$ cat config.mk
export PLATFORM = sky130hd
export DESIGN_NAME = ebr_spi_reader
export DESIGN_NICKNAME = d
export VERILOG_FILES = /design/src/rtl/ebr_spi_reader.sv
export SDC_FILE = /design/constraint.sdc
export NUM_CORES = 1
export LEC_CHECK = 0
export CORE_UTILIZATION = 50
export DETAILED_ROUTE_END_ITERATION = 8
export PLACE_DENSITY = 0.74
export SKIP_LAST_GASP = 1
export SLEW_MARGIN = 30
export SYNTH_ARGS = -nofsm -noshare
export SYNTH_HDL_FRONTEND = slang
export SYNTH_SLANG_ARGS = --single-unit
$ cat constraint.sdc
create_clock -name xclk -period 3.1 [get_ports xclk]
set_clock_uncertainty 0.2 [all_clocks]
set_input_delay 0.62 -clock xclk [delete_from_list [all_inputs] [get_ports xclk]]
set_output_delay 0.62 -clock xclk [all_outputs]
set_load 0.02 [all_outputs]
$ cat src/rtl/ebr_spi_reader.sv
// Read side of the camera line buffer: streams a fill-level header then buffered EBR bytes as an SPI mode-0 slave.
// All logic on xclk; sck/scsn oversampled, one-byte prefetch keeps the next byte ready before each byte boundary.
module ebr_spi_reader #(
  parameter int ADDR_W      = 9,
  parameter int DATA_W      = 8,
  parameter int SYNC_STAGES = 2
) (
  input  logic              xclk,
  input  logic              rstn,
  input  logic              sck,
  input  logic              scsn,
  output logic              miso,
  input  logic [ADDR_W-1:0] wrPtr,
  output logic [ADDR_W-1:0] rdPtr,
  output logic [ADDR_W-1:0] ebrRAddr,
  output logic              ebrRE,
  input  logic [DATA_W-1:0] ebrRData,
  output logic              busy,
  output logic              underrun
);

  localparam int CNT_W = $clog2(DATA_W);
  localparam logic [CNT_W-1:0]  LAST_BIT = CNT_W'(DATA_W - 1);
  localparam logic [ADDR_W-1:0] HDR_MAX  = ADDR_W'((1 << DATA_W) - 1);

  typedef enum logic {IDLE, SHIFT} state_t;

  state_t             state;
  logic [SYNC_STAGES-1:0] sck_sync, scsn_sync;
  logic               sck_d, scsn_d;
  logic [DATA_W-1:0]  shreg, next_byte;
  logic [CNT_W-1:0]   bit_cnt;
  logic               data_in_shreg, next_valid, rd_cap;

  logic               sck_s, scsn_s, sck_fall, scsn_fall, scsn_rise, boundary;
  logic [ADDR_W-1:0]  level, pf_addr;
  logic [DATA_W-1:0]  hdr;
  logic               pf_go;

  // Idle values on reset so releasing reset never looks like an edge.
  always_ff @(posedge xclk) begin
    if (!rstn) begin
      sck_sync  <= '0;
      scsn_sync <= '1;
      sck_d     <= 1'b0;
      scsn_d    <= 1'b1;
    end else begin
      sck_sync  <= {sck_sync[SYNC_STAGES-2:0], sck};
      scsn_sync <= {scsn_sync[SYNC_STAGES-2:0], scsn};
      sck_d     <= sck_s;
      scsn_d    <= scsn_s;
    end
  end

  assign sck_s     = sck_sync[SYNC_STAGES-1];
  assign scsn_s    = scsn_sync[SYNC_STAGES-1];
  assign sck_fall  = sck_d & ~sck_s;
  assign scsn_fall = scsn_d & ~scsn_s;
  assign scsn_rise = ~scsn_d & scsn_s;
  assign boundary  = sck_fall && (bit_cnt == LAST_BIT);

  assign level   = wrPtr - rdPtr;
  assign hdr     = (level > HDR_MAX) ? '1 : DATA_W'(level);
  assign pf_addr = rdPtr + ADDR_W'(data_in_shreg);
  // A prefetch is held off on a boundary cycle so its address reflects the post-commit pointer.
  assign pf_go   = (state == SHIFT) && !scsn_rise && !next_valid && !ebrRE && !rd_cap &&
                   ((wrPtr - pf_addr) != '0) && !boundary;

  assign miso = (state == SHIFT) & shreg[DATA_W-1];
  assign busy = (state == SHIFT);

  always_ff @(posedge xclk) begin
    if (!rstn) begin
      state         <= IDLE;
      shreg         <= '0;
      next_byte     <= '0;
      bit_cnt       <= '0;
      data_in_shreg <= 1'b0;
      next_valid    <= 1'b0;
      rd_cap        <= 1'b0;
      rdPtr         <= '0;
      ebrRAddr      <= '0;
      ebrRE         <= 1'b0;
      underrun      <= 1'b0;
    end else begin
      underrun <= 1'b0;
      ebrRE    <= 1'b0;
      rd_cap   <= ebrRE;
      case (state)
        IDLE: begin
          if (scsn_fall) begin
            shreg         <= hdr;
            bit_cnt       <= '0;
            data_in_shreg <= 1'b0;
            next_valid    <= 1'b0;
            state         <= SHIFT;
          end
        end
        SHIFT: begin
          if (scsn_rise) begin
            // Abort: uncommitted byte is resent next time, in-flight read dropped.
            state      <= IDLE;
            next_valid <= 1'b0;
            rd_cap     <= 1'b0;
          end else begin
            if (rd_cap) begin
              next_byte  <= ebrRData;
              next_valid <= 1'b1;
            end
            if (sck_fall) begin
              if (bit_cnt != LAST_BIT) begin
                shreg   <= {shreg[DATA_W-2:0], 1'b0};
                bit_cnt <= bit_cnt + 1'b1;
              end else begin
                bit_cnt <= '0;
                if (data_in_shreg) rdPtr <= rdPtr + 1'b1;
                if (next_valid) begin
                  shreg         <= next_byte;
                  data_in_shreg <= 1'b1;
                  next_valid    <= 1'b0;
                end else begin
                  shreg         <= '0;
                  data_in_shreg <= 1'b0;
                  underrun      <= 1'b1;
                end
              end
            end
            if (pf_go) begin
              ebrRE    <= 1'b1;
              ebrRAddr <= pf_addr;
            end
          end
        end
        default: state <= IDLE;
      endcase
    end
  end

endmodule

==> impl_metrics.csv <==
group,metric,value,unit
outcome,status,"finished with violations",
outcome,violations,"setup timing",
critical_path,slowest_delay,390,ps
critical_path,cp_common_cell,"ha_4",
cts,clk_latency,300,ps
critical_path,worstSetupPathType,"reg -> reg",
logic_synthesis,synth_top_cell_area_share,32.1,%
critical_path,arrival,3290,ps
cts,tritoncts,"yes",
placed_design,gp_congestion,0.844,
critical_path,crit_path_cell_trace,"ha_4, ha_4, inv_2, ha_4, and2b_2, o211ai_2, nand2_2, buf_4, o31ai_1, a2111oi_2, a41o_1, or2_4, buf_6, o22ai_2",
critical_path,critical_path.max_fanout,6,
logic_synthesis,synth_area,0.00305,mm2
die,row_count,28,
sta,finalCriticalPeriod,3250,ps
sta,slew_headroom,66.6,%
sta,holdWs,221,ps
logic_synthesis,syn_inst,368,
die,die_h,80.1,um
logic_synthesis,ys_seq_area_share,32.1,%
placed_design,dp_slack,-431,ps
logic_synthesis,yosys-top-cells-area,"dfxtp_1 32%, ha_1 8.2%, nand2_1 7.5%",
die,die_w,80.1,um
cts,cts_made_buffers,5,
sta,finalWorstSetupSlack,-154,ps
hold_path,hp-class,"reg -> reg",
sta,finalMaxSlewViolations,0,
cts,clock-sinks,49,
die,ioPinCount,43,
logic_synthesis,synth_top_area_cell,"dfxtp_1",
placed_design,dpl.hpwl,5730,um
placed_design,io_buffers,42,
grt,grt_pass1_wl,13000,um
logic_synthesis,synth_edf_count,0,
die,dieArea,0.00642,mm2
logic_synthesis,avgSynthCellArea,8.29,um2
critical_path,cp-start-kind,"flop",
logic_synthesis,synth_seq_cells,49,
cts,cts_hold_buf,0,
sta,fmax,307,MHz
drt,via_count,2867,
grt,grt_pass1_vias,2735,
logic_synthesis,yosysMostFrequentCell,"nand2_1",
finish,multi_input_area,0.00211,mm2
finish,n_fill_cell,467,
power,p_leak,1.60,nW
logic_synthesis,ys_warn_count,0,
drt,drc,0,
finish,register_area,992,um2
power,power_density,300,mW/mm2
finish,fin_util,70.5,%
critical_path,endpoint_kind,"flop",
hold_path,min_path_cells,1,
die,core_area,0.00592,mm2
drt,wl_per_cell,15.3,um
grt,grt_overflow,0,
sta,setup_viol,10,
finish,num_antenna_cells,0,
run,drv_cap,0,
logic_synthesis,async_flop_share,0,%
drt,drt_wl_total,8030,um
sta,rsz0062_at_grt,"yes",
die,start_util,51.5,%
logic_synthesis,syn_nets,410,
grt,grt_antenna_before_repair,0,
cts,h-tree-depth,2,
sta,worst_pin_slew,497,ps
cts,path_clk_slew,90,ps
cts,clockBufferDepth,2,
finish,nets,492,
finish,final_layout_size_suffix_gt1_share,24.8,%
drt,ant_nets,0,
logic_synthesis,synth_cell_type_count,59,
logic_synthesis,synth_top_cells_by_count,"61 x nand2_1, 49 x dfxtp_1, 25 x o21ai_0",
cts,clockRootBuffer,"clkbuf_8",
sta,finalHoldViolCount,0,
sta,tns,-1280,ps
finish,area_growth,36.8,%
critical_path,worst-endpoint-required,3130,ps
grt,grt_max_degree,37,
critical_path,cp.depth,14,
critical_path,worst-path-buf-inv,3,
logic_synthesis,synthFlopType,"dfxtp_1",
drt,drtIter0Drc,118,
power,peakVddDrop,0.279,mV
drt,first_pass_iters,4,
sta,final.period_utilization,105,%
grt,grt_use_total,26.5,%
critical_path,cp_top_family,"compound AO/OA/AOI/OAI gates",
placed_design,placed_area,0.00385,mm2
critical_path,cpMaxStageDelayCell,"o31ai_1",
drt,viasPerCell,5.45,
critical_path,ff2ff_path_depth,14,
finish,post-route-cell-area,0.00418,mm2
==> final timing paths <==
| kind | startpoint | to | slack (ps) |
|---|---|---|---|
| min reg2reg | scsn_sync[0]$_SDFF_PN1_ | scsn_sync[1]$_SDFF_PN1_ | 220 |
| max reg2reg | rdPtr[0]$_SDFFE_PN0P_ | ebrRAddr[0]$_SDFFE_PN0P_ | -150 |
| max | rdPtr[0]$_SDFFE_PN0P_ | ebrRAddr[0]$_SDFFE_PN0P_ | -150 |
| min | scsn_sync[0]$_SDFF_PN1_ | scsn_sync[1]$_SDFF_PN1_ | 220 |
==> cell usage in the layout, fill, tap and decap left out, types with 4 or more instances in the layout <==
master / count
xnor2_1: 15
nand2b_1: 7
nor3_1: 4
o22ai_2: 8
xor2_1: 6
nand3_1: 13
buf_4: 46
a31oi_1: 4
a21oi_1: 12
dfxtp_1: 44
nor2b_1: 6
nor2_1: 14
clkdlybuf4s50_1: 41
inv_1: 15
and2_1: 15
ha_4: 5
o21ai_1: 7
clkbuf_8: 6
nand4_1: 5
ha_1: 14
o21ai_0: 15
a21boi_0: 12
nand2_1: 60
==> registers in the layout, indices dropped and copies added, names as in the netlist <==
register       flops
sck_d              1
data_in_shreg      1
next_byte          8
ebrRE              1
rd_cap             1
next_valid         1
sck_sync           2
scsn_sync          2
underrun           1
rdPtr              9
shreg              8
bit_cnt            3
scsn_d             1
busy               1
ebrRAddr           9
==> area by class of cell <==
type | instances | share of cell area (%)
Clock buffer | 7 | 2.07
Clock inverter | 1 | 0.150
Inverter | 18 | 1.68
Multi-Input combinational cell | 284 | 50.5
Sequential cell | 49 | 23.8
Tap cell | 75 | 2.25
Timing Repair Buffer | 92 | 19.6
==> cell families after synthesis <==
kind of cell,Yosys count,synth area share (%)
XOR/XNOR,27,8.82
AND/OR/NAND/NOR,145,23.4
AO/OA/AOI/OAI,88,20.6
buffers and inverters,35,5.21
flip-flops,49,32.1
multiplexers,3,0.984
adder cells (fa/ha/maj),21,8.86
==> what timing repair did <==
item / in CTS / in global routing
resized for setup: 25 / 21
pin swaps: 20 / 10
buffers inserted: 6 / 2
setup endpoints to repair: 18 / 18
==> where the power goes <==
part	internal (mW)	leakage (nW)	switching (mW)
sequential	0.638	0.400	0.00682
combinational	0.104	1.15	0.104
clock	0.182	0.0488	0.215
==> through the flow <==
step                total power [mW]  instances
floorplan                      0.760        368
global placement               0.836        512
detailed placement             0.839        512
CTS                             1.24        526
global route                    1.30        526
finish                          1.25        526
==> worst reg2reg max path, stage by stage (launching register included) <==
cell       delay, ps
dfxtp_4          360
ha_4             170
ha_4             260
inv_2             40
ha_4             210
and2b_2          230
o211ai_2         210
nand2_2           80
buf_4            160
o31ai_1          390
a2111oi_2         70
a41o_1           260
or2_4            290
buf_6            140
o22ai_2          140
==> routing by layer <==
metal	vias up	GRT usage, %	part of all wire (%)
li1	1432	-	-
met1	1320	35.4	45
met2	97	43.2	46
met3	18	4.43	6.1
met4	0	9.11	2.4
met5	-	0	0
No activity file was read; power rests on OpenSTA's default activity.
